--- config.mk ---
export PLATFORM = sky130hd
export DESIGN_NAME = xintf_dsp_responder_flat
export DESIGN_NICKNAME = d
export VERILOG_FILES = /design/src/rtl/xintf_dsp_responder_pkg.sv /design/src/rtl/xintf_dsp_responder_if.sv /design/src/rtl/xintf_dsp_responder_sync.sv /design/src/rtl/xintf_dsp_responder.sv /design/src/flat_wrapper.sv
export SDC_FILE = /design/constraint.sdc
export NUM_CORES = 1
export LEC_CHECK = 0
export BUFFER_PORTS_ARGS = -buffer_cell sky130_fd_sc_hd__buf_2
export CORE_ASPECT_RATIO = 1.2
export CORE_MARGIN = 8
export CORE_UTILIZATION = 42
export DETAILED_ROUTE_END_ITERATION = 16
export GPL_ROUTABILITY_DRIVEN = 0
export HOLD_SLACK_MARGIN = 0.08
export PLACE_DENSITY = 0.73
export SETUP_SLACK_MARGIN = 0.4
export SLEW_MARGIN = 10
export SYNTH_ARGS = -nofsm -noshare
export SYNTH_HDL_FRONTEND = slang
export SYNTH_SLANG_ARGS = --single-unit
--- constraint.sdc ---
create_clock -name i_clk -period 2.1 [get_ports i_clk]
set_input_delay 0.42 -clock i_clk [delete_from_list [all_inputs] [get_ports i_clk]]
set_output_delay 0.42 -clock i_clk [all_outputs]
set_load 0.02 [all_outputs]
--- src/rtl/xintf_dsp_responder_pkg.sv ---
// rtl/xintf_dsp_responder_pkg.sv - shared types and constants for the XINTF DSP responder
package xintf_pkg;

  typedef enum logic [2:0] {
    ST_IDLE,
    ST_RD_REQ,
    ST_RD_WAIT,
    ST_RD_HOLD,
    ST_WR_COMMIT,
    ST_RELEASE
  } state_t;

  localparam int SYNC_STAGES      = 2;
  localparam int DEF_ADDR_WIDTH   = 9;
  localparam int DEF_DATA_WIDTH   = 16;
  localparam int DEF_RD_LAST_ADDR = 42;
  localparam int DEF_WR_LAST_ADDR = 9;

endpackage

--- src/rtl/xintf_dsp_responder_if.sv ---
// rtl/xintf_dsp_responder_if.sv - DSP pad, DPBRAM port and status signals of the responder
interface xintf_dsp_responder_if #(
  parameter int ADDR_WIDTH = 9,
  parameter int DATA_WIDTH = 16
);
  logic                  i_xintf_zcs_n;
  logic                  i_xintf_rd_n;
  logic                  i_xintf_we_n;
  logic [ADDR_WIDTH-1:0] i_xintf_addr;
  logic [DATA_WIDTH-1:0] i_xintf_data;
  logic [DATA_WIDTH-1:0] o_xintf_data;
  logic                  o_xintf_data_oe;
  logic [ADDR_WIDTH-1:0] o_zd_addr;
  logic                  o_zd_ce;
  logic [DATA_WIDTH-1:0] i_zd_dout;
  logic [ADDR_WIDTH-1:0] o_dz_addr;
  logic                  o_dz_ce;
  logic                  o_dz_we;
  logic [DATA_WIDTH-1:0] o_dz_din;
  logic                  o_rd_frame_done;
  logic                  o_wr_frame_done;
  logic                  o_bus_err;
  logic                  i_err_clr;

  modport slave (
    input  i_xintf_zcs_n, i_xintf_rd_n, i_xintf_we_n, i_xintf_addr, i_xintf_data,
    input  i_zd_dout, i_err_clr,
    output o_xintf_data, o_xintf_data_oe, o_zd_addr, o_zd_ce,
    output o_dz_addr, o_dz_ce, o_dz_we, o_dz_din,
    output o_rd_frame_done, o_wr_frame_done, o_bus_err
  );

  modport master (
    output i_xintf_zcs_n, i_xintf_rd_n, i_xintf_we_n, i_xintf_addr, i_xintf_data,
    output i_zd_dout, i_err_clr,
    input  o_xintf_data, o_xintf_data_oe, o_zd_addr, o_zd_ce,
    input  o_dz_addr, o_dz_ce, o_dz_we, o_dz_din,
    input  o_rd_frame_done, o_wr_frame_done, o_bus_err
  );
endinterface

--- src/rtl/xintf_dsp_responder_sync.sv ---
// rtl/xintf_dsp_responder_sync.sv - multi-flop synchronizer for the asynchronous DSP strobes
module xintf_sync #(
  parameter int STAGES = 2
) (
  input  logic i_clk,
  input  logic i_rst,
  input  logic i_d,
  output logic o_q
);
  logic [STAGES-1:0] sr;

  always_ff @(posedge i_clk or negedge i_rst) begin
    if (!i_rst) sr <= '0;
    else        sr <= {sr[STAGES-2:0], i_d};
  end

  assign o_q = sr[STAGES-1];
endmodule

--- src/rtl/xintf_dsp_responder.sv ---
// rtl/xintf_dsp_responder.sv - turns DSP XINTF strobes into single DPBRAM accesses
module xintf_dsp_responder
  import xintf_pkg::*;
#(
  parameter int ADDR_WIDTH   = DEF_ADDR_WIDTH,
  parameter int DATA_WIDTH   = DEF_DATA_WIDTH,
  parameter int RAM_LAT      = 1,
  parameter int RD_LAST_ADDR = DEF_RD_LAST_ADDR,
  parameter int WR_LAST_ADDR = DEF_WR_LAST_ADDR
) (
  input logic i_clk,
  input logic i_rst,
  xintf_dsp_responder_if.slave bus
);
  localparam logic [ADDR_WIDTH-1:0] RD_LAST = ADDR_WIDTH'(RD_LAST_ADDR);
  localparam logic [ADDR_WIDTH-1:0] WR_LAST = ADDR_WIDTH'(WR_LAST_ADDR);

  state_t                state, state_n;
  logic                  s_rd, s_wr;
  logic [ADDR_WIDTH-1:0] addr_q;
  logic [DATA_WIDTH-1:0] wdata_q;
  logic [1:0]            wait_cnt;
  logic [1:0]            prime_cnt;
  logic                  seen_idle;
  logic ld_addr, ld_wdata, rd_oor, set_err, zd_req, rd_cap, rd_release, wr_commit;

  xintf_sync #(.STAGES(SYNC_STAGES)) u_sync_rd (
    .i_clk(i_clk), .i_rst(i_rst),
    .i_d(~bus.i_xintf_zcs_n & ~bus.i_xintf_rd_n), .o_q(s_rd)
  );
  xintf_sync #(.STAGES(SYNC_STAGES)) u_sync_wr (
    .i_clk(i_clk), .i_rst(i_rst),
    .i_d(~bus.i_xintf_zcs_n & ~bus.i_xintf_we_n), .o_q(s_wr)
  );

  always_ff @(posedge i_clk or negedge i_rst) begin
    if (!i_rst) state <= ST_IDLE;
    else        state <= state_n;
  end

  always_comb begin
    state_n    = state;
    ld_addr    = 1'b0;
    ld_wdata   = 1'b0;
    rd_oor     = 1'b0;
    set_err    = 1'b0;
    zd_req     = 1'b0;
    rd_cap     = 1'b0;
    rd_release = 1'b0;
    wr_commit  = 1'b0;
    case (state)
      ST_IDLE: begin
        if (seen_idle) begin
          if (s_rd && s_wr) begin
            set_err = 1'b1;
            state_n = ST_RELEASE;
          end else if (s_rd) begin
            ld_addr = 1'b1;
            if (bus.i_xintf_addr <= RD_LAST) begin
              state_n = ST_RD_REQ;
            end else begin
              rd_oor  = 1'b1;
              state_n = ST_RD_HOLD;
            end
          end else if (s_wr) begin
            ld_addr  = 1'b1;
            ld_wdata = 1'b1;
            state_n  = ST_WR_COMMIT;
          end
        end
      end
      ST_RD_REQ: begin
        zd_req  = 1'b1;
        state_n = ST_RD_WAIT;
      end
      ST_RD_WAIT: begin
        if (wait_cnt == 2'(RAM_LAT)) begin
          rd_cap  = 1'b1;
          state_n = ST_RD_HOLD;
        end
      end
      ST_RD_HOLD: begin
        if (!s_rd) begin
          rd_release = 1'b1;
          state_n    = ST_IDLE;
        end
      end
      ST_WR_COMMIT: begin
        wr_commit = 1'b1;
        state_n   = ST_RELEASE;
      end
      ST_RELEASE: begin
        if (!s_rd && !s_wr) state_n = ST_IDLE;
      end
      default: state_n = ST_IDLE;
    endcase
  end

  // The synchronizers read 0 straight out of reset, so "idle" only counts once they hold real pin state.
  always_ff @(posedge i_clk or negedge i_rst) begin
    if (!i_rst) begin
      prime_cnt <= '0;
      seen_idle <= 1'b0;
    end else begin
      if (prime_cnt != 2'(SYNC_STAGES)) prime_cnt <= prime_cnt + 2'd1;
      else if (!s_rd && !s_wr)          seen_idle <= 1'b1;
    end
  end

  always_ff @(posedge i_clk or negedge i_rst) begin
    if (!i_rst) begin
      addr_q               <= '0;
      wdata_q              <= '0;
      wait_cnt             <= '0;
      bus.o_xintf_data     <= '0;
      bus.o_xintf_data_oe  <= 1'b0;
      bus.o_zd_addr        <= '0;
      bus.o_zd_ce          <= 1'b0;
      bus.o_dz_addr        <= '0;
      bus.o_dz_ce          <= 1'b0;
      bus.o_dz_we          <= 1'b0;
      bus.o_dz_din         <= '0;
      bus.o_rd_frame_done  <= 1'b0;
      bus.o_wr_frame_done  <= 1'b0;
      bus.o_bus_err        <= 1'b0;
    end else begin
      if (ld_addr)  addr_q  <= bus.i_xintf_addr;
      if (ld_wdata) wdata_q <= bus.i_xintf_data;

      wait_cnt <= (state == ST_RD_WAIT) ? wait_cnt + 2'd1 : 2'd0;

      if (zd_req) begin
        bus.o_zd_addr <= addr_q;
        bus.o_zd_ce   <= 1'b1;
      end else if (rd_cap) begin
        bus.o_zd_ce   <= 1'b0;
      end

      if (rd_cap)      bus.o_xintf_data <= bus.i_zd_dout;
      else if (rd_oor) bus.o_xintf_data <= '0;

      if (rd_cap || rd_oor) bus.o_xintf_data_oe <= 1'b1;
      else if (rd_release)  bus.o_xintf_data_oe <= 1'b0;

      bus.o_rd_frame_done <= rd_release && (addr_q == RD_LAST);

      bus.o_dz_ce <= wr_commit && (addr_q <= WR_LAST);
      bus.o_dz_we <= wr_commit && (addr_q <= WR_LAST);
      if (wr_commit) begin
        bus.o_dz_addr <= addr_q;
        bus.o_dz_din  <= wdata_q;
      end
      bus.o_wr_frame_done <= bus.o_dz_we && (bus.o_dz_addr == WR_LAST);

      if (set_err)            bus.o_bus_err <= 1'b1;
      else if (bus.i_err_clr) bus.o_bus_err <= 1'b0;
    end
  end
endmodule

--- src/flat_wrapper.sv ---
// flat-port wrapper written by rule: the top's interface ports become plain ports
module xintf_dsp_responder_flat import xintf_pkg::*;
#(
  parameter int ADDR_WIDTH   = DEF_ADDR_WIDTH,
  parameter int DATA_WIDTH   = DEF_DATA_WIDTH,
  parameter int RAM_LAT      = 1,
  parameter int RD_LAST_ADDR = DEF_RD_LAST_ADDR,
  parameter int WR_LAST_ADDR = DEF_WR_LAST_ADDR
)
  (i_clk, i_rst, bus_i_xintf_zcs_n, bus_i_xintf_rd_n, bus_i_xintf_we_n, bus_i_xintf_addr, bus_i_xintf_data, bus_i_zd_dout, bus_i_err_clr, bus_o_xintf_data, bus_o_xintf_data_oe, bus_o_zd_addr, bus_o_zd_ce, bus_o_dz_addr, bus_o_dz_ce, bus_o_dz_we, bus_o_dz_din, bus_o_rd_frame_done, bus_o_wr_frame_done, bus_o_bus_err);
  xintf_dsp_responder_if #(.ADDR_WIDTH(ADDR_WIDTH), .DATA_WIDTH(DATA_WIDTH)) bus_i ();
  input logic i_clk;
  input logic i_rst;
  input wire logic [$bits(bus_i.i_xintf_zcs_n)-1:0] bus_i_xintf_zcs_n;
  input wire logic [$bits(bus_i.i_xintf_rd_n)-1:0] bus_i_xintf_rd_n;
  input wire logic [$bits(bus_i.i_xintf_we_n)-1:0] bus_i_xintf_we_n;
  input wire logic [$bits(bus_i.i_xintf_addr)-1:0] bus_i_xintf_addr;
  input wire logic [$bits(bus_i.i_xintf_data)-1:0] bus_i_xintf_data;
  input wire logic [$bits(bus_i.i_zd_dout)-1:0] bus_i_zd_dout;
  input wire logic [$bits(bus_i.i_err_clr)-1:0] bus_i_err_clr;
  output wire logic [$bits(bus_i.o_xintf_data)-1:0] bus_o_xintf_data;
  output wire logic [$bits(bus_i.o_xintf_data_oe)-1:0] bus_o_xintf_data_oe;
  output wire logic [$bits(bus_i.o_zd_addr)-1:0] bus_o_zd_addr;
  output wire logic [$bits(bus_i.o_zd_ce)-1:0] bus_o_zd_ce;
  output wire logic [$bits(bus_i.o_dz_addr)-1:0] bus_o_dz_addr;
  output wire logic [$bits(bus_i.o_dz_ce)-1:0] bus_o_dz_ce;
  output wire logic [$bits(bus_i.o_dz_we)-1:0] bus_o_dz_we;
  output wire logic [$bits(bus_i.o_dz_din)-1:0] bus_o_dz_din;
  output wire logic [$bits(bus_i.o_rd_frame_done)-1:0] bus_o_rd_frame_done;
  output wire logic [$bits(bus_i.o_wr_frame_done)-1:0] bus_o_wr_frame_done;
  output wire logic [$bits(bus_i.o_bus_err)-1:0] bus_o_bus_err;
  assign bus_i.i_xintf_zcs_n = bus_i_xintf_zcs_n;
  assign bus_i.i_xintf_rd_n = bus_i_xintf_rd_n;
  assign bus_i.i_xintf_we_n = bus_i_xintf_we_n;
  assign bus_i.i_xintf_addr = bus_i_xintf_addr;
  assign bus_i.i_xintf_data = bus_i_xintf_data;
  assign bus_i.i_zd_dout = bus_i_zd_dout;
  assign bus_i.i_err_clr = bus_i_err_clr;
  assign bus_o_xintf_data = bus_i.o_xintf_data;
  assign bus_o_xintf_data_oe = bus_i.o_xintf_data_oe;
  assign bus_o_zd_addr = bus_i.o_zd_addr;
  assign bus_o_zd_ce = bus_i.o_zd_ce;
  assign bus_o_dz_addr = bus_i.o_dz_addr;
  assign bus_o_dz_ce = bus_i.o_dz_ce;
  assign bus_o_dz_we = bus_i.o_dz_we;
  assign bus_o_dz_din = bus_i.o_dz_din;
  assign bus_o_rd_frame_done = bus_i.o_rd_frame_done;
  assign bus_o_wr_frame_done = bus_i.o_wr_frame_done;
  assign bus_o_bus_err = bus_i.o_bus_err;
  xintf_dsp_responder #(.ADDR_WIDTH(ADDR_WIDTH), .DATA_WIDTH(DATA_WIDTH), .RAM_LAT(RAM_LAT), .RD_LAST_ADDR(RD_LAST_ADDR), .WR_LAST_ADDR(WR_LAST_ADDR)) u_core (.i_clk(i_clk), .i_rst(i_rst), .bus(bus_i));
endmodule
==> summary.md, run 1 <==
| Metric | Value |
|---|---|
| Full die area | `between 10000 and 15000 µm²` |
| WL per Instance | `15.7 µm` |
| Worst setup SP type | `flip-flop` |
| Worst rel slew slack | `between 60% and 70%` |
| Status | `complete, no violations` |
| Vias/cell | `about 5` |
| Sequential fraction of the synthesis area | `approximately three fifths` |
| Slowest cell on the critical path | `dfrtp_2` |
| LEAKAGE | `0.00228 µW` |
| Library cells used by synthesis | `36` |
| Slew Limit Fails | `0` |
| Root Buffer | `clkbuf_8` |
| Drt pass-1 iters | `4` |
| Clock Skew | `approximately 0.017 ns` |
| Critical-path cell list | `or2_4, nor3b_4, nand2_4, buf_12, mux2_4` |
| Clock sink count | `93` |
| Inserted Clock Buffers | `9` |
| Slew @ Worst Pin | `around 0.48 ns` |
| Worst path arrival time | `1.90 ns` |
| Setup tns final | `0 ns` |
| GRT Total Usage | `about 14%` |
| CTS tree | `yes` |
| Peak supply drop | `0.671 mV` |
| Chip width | `102 µm` |
| RSZ-0062 raised after global routing | `no` |
| Crit path capture type | `flip-flop` |
| Commonest non-fill, non-tap cell in the layout | `buf_2` |
| Fill cells | `837` |
| Slowest stage delay, CP | `between 0.4 and 0.5 ns` |
| Port-buffer cells | `roughly 100` |
| H-tree levels | `3` |
| CTS clk-pin slew, worst paths | `~0.090 ns` |
| Total Wirelength | `8160 µm` |
| Die H | `between 100 and 150 µm` |
| Data required time of the worst path | `between 2 and 2.5 ns` |
| Final setup viols | `0` |
| Syn avg cell area | `~13 µm²` |
| Worst-skew pair later-pin latency | `0.36 ns` |
| Gate Count Post-Synth | `282` |
| Antenna viol nets, final | `0` |
| Antenna cell count | `0` |
| Initial antenna violation count | `0` |
| First-pass GRT wire length | `between 10000 and 15000 µm` |
| Largest net degree at the start of global routing | `38` |
| Fraction of layout cells with a size suffix above 1 | `49.2%` |
| Ports | `104` |
| Crit Path Class | `flip-flop to flip-flop` |
| PD cells | `1540 nW/µm²` |
| CTS max path bufs | `2` |
| Commonest cells after routing, fill and taps aside | `buf_2, dfrtp_1, mux2_2` |
| Syn_nets | `335` |
| CP max FO | `16` |
| Yosys reg bits | `93` |
| Starting DRT DRC Count | `110` |
| Top_reg_cell synth | `dfrtp_1` |
| Util after Layout | `a little over half` |
| Core area | `8890 µm²` |
| Area Growth Syn to Fin | `24.8%` |
| Grt ovf | `0` |
| Cell area after synthesis | `3760 µm²` |
| Async set-or-reset flop fraction in the synthesized netlist | `100%` |
| DRC | `0` |
| Max cap viols | `0` |
| Minimum clock period | `1.66 ns` |
| Vias in the first global route | `2680` |
| EDFF count, synth | `0` |
| Syn. warnings | `0` |
| Final hold viol count | `0` |
| Nets@finish | `about 450` |
| Via count | `~2500` |
| Initial Util | `42.3%` |
| HP Class | `primary input to flip-flop` |
| Tcrit/Tclk final | `approximately 80%` |
| Hpwl dp | `6150 µm` |
| Fmax | `604 MHz` |
| FP Rows | `38` |
[sequential cells by signal (all words and copies together), names as in the netlist]
signal and flops:
u_core.addr_q 9, u_core.bus.o_dz_ce 1, u_core.bus.o_bus_err 1, u_core.bus.o_xintf_data 16
u_core.bus.o_rd_frame_done 1, u_core.u_sync_rd.sr 2, u_core.state 3, u_core.wait_cnt 2
u_core.bus.o_wr_frame_done 1, u_core.bus.o_zd_addr 9, u_core.bus.o_dz_addr 9, u_core.wdata_q 16
u_core.prime_cnt 2, u_core.bus.o_zd_ce 1, u_core.seen_idle 1, u_core.bus.o_xintf_data_oe 1
u_core.bus.o_dz_din 16, u_core.u_sync_wr.sr 2
[where the power goes]
part / total, µW / switching [µW] / leakage, µW / internal, µW
logic: 2940 / 1550 / 0.00104 / 1390
registers: 3080 / 486 / 0.00113 / 2590
clock network: 1220 / 656 / 0.000102 / 567
total: 7240 / 2690 / 0.00228 / 4550
[area by class of cell]
type	count	area (µm²)	area share [%]
Tap cell	120	150	3.20
Multi-Input combinational cell	167	1340	28.6
Sequential cell	93	2330	49.6
Timing Repair Buffer	113	637	13.6
Clock buffer	9	124	2.64
Inverter	9	33.8	0.719
Clock inverter	7	80.1	1.70
[logic make-up after synthesis]
group	Yosys count	share of synthesized area (%)
buffers and inverters	22	2.96
xor gates and xnor gates	1	0.233
adders and majority gates	6	1.99
AOI/OAI and AO/OA	37	5.62
muxes	59	18.6
and+or+nand+nor	64	8.74
DFF	93	61.8
[cell usage after synthesis (3+ instances only)]
library cell,count,area share (%)
a21o_1,4,0.80
buf_2,8,1.1
buf_4,3,0.60
dfrtp_1,93,62
ha_1,6,2.0
inv_1,9,0.90
mux2_2,49,15
mux2_4,10,4.0
nand2_1,36,3.6
nor2_1,4,0.40
nor3_1,5,0.66
o21ai_0,23,3.1
o22ai_1,3,0.50
[metrics by stage]
step / total power (µW) / area, µm² / setup slack, ns / hold WS, ns / std cells
floorplan: 5020 / 3770 / 0.391 / 0.124 / 282
global placement: 5910 / 4430 / 0.202 / 0.333 / 498
detailed placement: 6030 / 4430 / 0.110 / 0.344 / 498
CTS: 7300 / 4670 / 0.405 / 0.190 / 516
global route: 7720 / 4700 / 0.395 / 0.193 / 518
finish: 7240 / 4700 / 0.445 / 0.202 / 518
[worst max-delay path: cells and delay by family (launching register included)]
| family | cells | cell delay (ns) |
|---|---|---|
| multiplexers | 1 | 0.30 |
| buffers and inverters | 1 | 0.17 |
| flip-flops | 1 | 0.43 |
| AND/OR/NAND/NOR | 3 | 0.66 |
[routing by layer]
metal,share of wire (%),vias up,GRT usage (%)
li1,-,1195,-
met1,42,1228,15.9
met2,47,83,22.3
met3,9.9,11,4.75
met4,1.8,0,6.16
met5,0,-,0
[final timing paths]
check	to	start	slack (ns)	cells after the start
worst max-delay path	u_core.wdata_q[13]$_DFFE_PN0P_	u_core.state[1]$_DFFE_PN0P_	0.44	5
worst min-delay path	u_core.u_sync_rd.sr[0]$_DFF_PN0_	bus_i_xintf_rd_n	0.20	2
worst max register to register	u_core.wdata_q[13]$_DFFE_PN0P_	u_core.state[1]$_DFFE_PN0P_	0.44	5
worst min register to register	u_core.u_sync_wr.sr[1]$_DFF_PN0_	u_core.u_sync_wr.sr[0]$_DFF_PN0_	0.36	0
max in group asynchronous	u_core.bus.o_xintf_data[1]$_DFFE_PN0P_	i_rst	0.98	3
min in group asynchronous	u_core.bus.o_xintf_data[4]$_DFFE_PN0P_	i_rst	0.55	2
[repair_timing]
action	in CTS	in global routing
hold buffers	1	0
endpoints found under the hold margin	34	0
pin swaps	2	2
setup endpoints to repair	52	38
buffers inserted	1	2
resized for setup	5	4
(Power assumes the default switching activity.)
==> inputs of run 2 (changes only) <==
==> constraint.sdc (replaced) <==
create_clock -name i_clk -period 1.7 [get_ports i_clk]
set_input_delay 0.34 -clock i_clk [delete_from_list [all_inputs] [get_ports i_clk]]
set_output_delay 0.34 -clock i_clk [all_outputs]
set_load 0.02 [all_outputs]
==> run 2 against run 1 <==
Effect of this change: sequential share of layout area shrank 8.2 points; die area did not move; sequential cell count unchanged; combinational power increased by 100%; power increased by 55%; largest power group is now combinational cells.
==> summary.md, run 2 (synthesis gave the netlist of run 1 again) <==
| Metric | Value |
|---|---|
| Status | `complete, no violations` |
| Worst rel slew slack | `between 60% and 70%` |
| Nets@finish | `just under 500` |
| Worst setup SP type | `flip-flop` |
| CP max FO | `16` |
| Hpwl dp | `between 6000 and 7000 µm` |
| Slew Limit Fails | `0` |
| Final setup viols | `0` |
| Worst-skew pair later-pin latency | `roughly 0.37 ns` |
| Grt ovf | `0` |
| Critical-path cell list | `or2_4, nor3b_4, buf_6, nand2_4, buf_12, mux2_4` |
| Via count | `around 2800` |
| Port-buffer cells | `roughly 100` |
| Chip width | `~100 µm` |
| WL per Instance | `around 19 µm` |
| Largest net degree at the start of global routing | `37` |
| CTS max path bufs | `2` |
| Hold Startpoint | `bus_i_xintf_rd_n` |
| Crit Path Class | `flip-flop to flip-flop` |
| Fraction of layout cells with a size suffix above 1 | `between 60% and 70%` |
| Max cap viols | `0` |
| Slew @ Worst Pin | `~0.5 ns` |
| Slowest stage delay, CP | `0.41 ns` |
| Hold Crit Depth | `2` |
| PD cells | `1990 nW/µm²` |
| Ports | `approximately 100` |
| Inserted Clock Buffers | `9` |
| H-tree levels | `3` |
| GRT Total Usage | `16.1%` |
| Core area | `between 8000 and 9000 µm²` |
| Total Wirelength | `about 11000 µm` |
| Slowest cell on the critical path | `dfrtp_1` |
| Drt pass-1 iters | `4` |
| CTS clk-pin slew, worst paths | `0.09 ns` |
| Clock sink count | `between 90 and 100` |
| R2R cell count | `6` |
| Antenna viol nets, final | `0` |
| Starting DRT DRC Count | `just over 100` |
| Minimum clock period | `roughly 1.7 ns` |
| Vias/cell | `just over 5` |
| Area Growth Syn to Fin | `49.6%` |
| Commonest cells after routing, fill and taps aside | `dfrtp_1, buf_2, mux2_4` |
| CTS tree | `yes` |
| Peak supply drop | `~1.1 mV` |
| Antenna cell count | `0` |
| Final hold viol count | `0` |
| Initial Util | `a little over two fifths` |
| Crit path capture type | `flip-flop` |
| First-pass GRT wire length | `about 15000 µm` |
| Data required time of the worst path | `about 2.0 ns` |
| RR Endpoint | `u_core.wdata_q[14]$_DFFE_PN0P_` |
| Initial antenna violation count | `0` |
| Worst Hold Path EP | `u_core.u_sync_rd.sr[0]$_DFF_PN0_` |
| Reg2reg setup slack | `around 0.043 ns` |
| Vias in the first global route | `between 2000 and 3000` |
| Clock Skew | `roughly 0.016 ns` |
| Non-filler cells, final | `between 500 and 600` |
| Total power | `~11000 µW` |
| HP Class | `primary input to flip-flop` |
| FP Rows | `38` |
| RSZ-0062 raised after global routing | `yes` |
| Reg-to-Reg Start | `u_core.state[1]$_DFFE_PN0P_` |
| Number of placed instances with taps included | `504` |
| Full die area | `12300 µm²` |
| Commonest non-fill, non-tap cell in the layout | `dfrtp_1` |
| WP depth | `6` |
| Tcrit/Tclk final | `between 90% and 100%` |
| LEAKAGE | `0.00275 µW` |
| Die H | `120 µm` |
| CP delay by family, top | `simple AND/OR/NAND/NOR gates` |
| Root Buffer | `clkbuf_8` |
| WP buf/inv | `2` |
| DRC | `0` |
| Worst path arrival time | `roughly 1.9 ns` |
| Largest regs | `u_core.bus.o_dz_din x16, u_core.bus.o_xintf_data x16, u_core.wdata_q x16` |
| Fmax | `slightly above 600 MHz` |
==> run 2: cell types whose count changed in the layout (fill, tap and decap cells not counted), moves of 5 or more <==
cell / change
mux2_2: -43
o21ai_2: +13
buf_12: +5
buf_4: +20
mux2_4: +43
o21ai_0: -18
buf_2: -14
buf_6: +22
==> run 2: area by class of cell <==
class	count	area [µm²]
Clock buffer	10	128
Clock inverter	6	46.3
Fill cell	664	3260
Inverter	9	33.8
Multi-Input combinational cell	170	1750
Sequential cell	93	2330
Tap cell	120	150
Timing Repair Buffer	151	1200
==> run 2: power breakdown <==
group	leakage [µW]	internal (µW)	switching, µW
combinational	0.00154	3290	2620
clock	0.0000833	543	818
sequential	0.00113	3210	708
total	0.00275	7050	4140
==> run 2: worst max path at each step <==
stage / endpoint / startpoint / slack [ns]
final: u_core.wdata_q[14]$_DFFE_PN0P_ / u_core.state[1]$_DFFE_PN0P_ / 0.04
after global routing: u_core.wdata_q[14]$_DFFE_PN0P_ / u_core.state[1]$_DFFE_PN0P_ / -0.02
after CTS: u_core.bus.o_dz_addr[8]$_DFFE_PN0P_ / u_core.state[0]$_DFFE_PN0P_ / 0.09
after detailed placement: u_core.wdata_q[7]$_DFFE_PN0P_ / u_core.state[0]$_DFFE_PN0P_ / 0.01
after global placement: u_core.wdata_q[6]$_DFFE_PN0P_ / u_core.state[0]$_DFFE_PN0P_ / 0.07
after floorplan: u_core.bus.o_dz_addr[8]$_DFFE_PN0P_ / u_core.state[1]$_DFFE_PN0P_ / -0.009
==> run 2: timing repair <==
item,CTS,global route
pin swaps,11,11
endpoints found under the hold margin,34,0
setup endpoints to repair,90,100
buffers inserted,15,15
cloned,5,3
hold buffers,1,0
gates resized for setup,64,93
==> run 2: layer usage <==
| metal | share of wire [%] | vias to the layer above | global-route usage (%) |
|---|---|---|---|
| met3 | 8.6 | 13 | 6.03 |
| met5 | 0 | - | 0 |
| met4 | 1.5 | 0 | 5.15 |
| met1 | 40 | 1446 | 18.9 |
| li1 | - | 1279 | - |
| met2 | 50 | 109 | 26.2 |
==> run 2: worst register-to-register path: cells and delay by family, from the launching register on <==
kind | cells | cell delay (ns)
multiplexers | 1 | 0.30
AND/OR/NAND/NOR | 3 | 0.53
flip-flops | 1 | 0.41
buffers and inverters | 2 | 0.30
==> run 2: stage by stage <==
step | setup TNS, ns | utilization [%] | hold slack, ns | cell area (µm²) | setup slack, ns
finish | 0 | 63.3 | 0.120 | 5630 | 0.0428
global route | -0.0438 | 63.3 | 0.105 | 5630 | -0.0174
CTS | 0 | 57.5 | 0.105 | 5110 | 0.0855
detailed placement | 0 | 50.8 | 0.338 | 4510 | 0.0104
global placement | 0 | 50.8 | 0.335 | 4510 | 0.0721
floorplan | -0.0857 | - | 0.0444 | 3780 | -0.00895
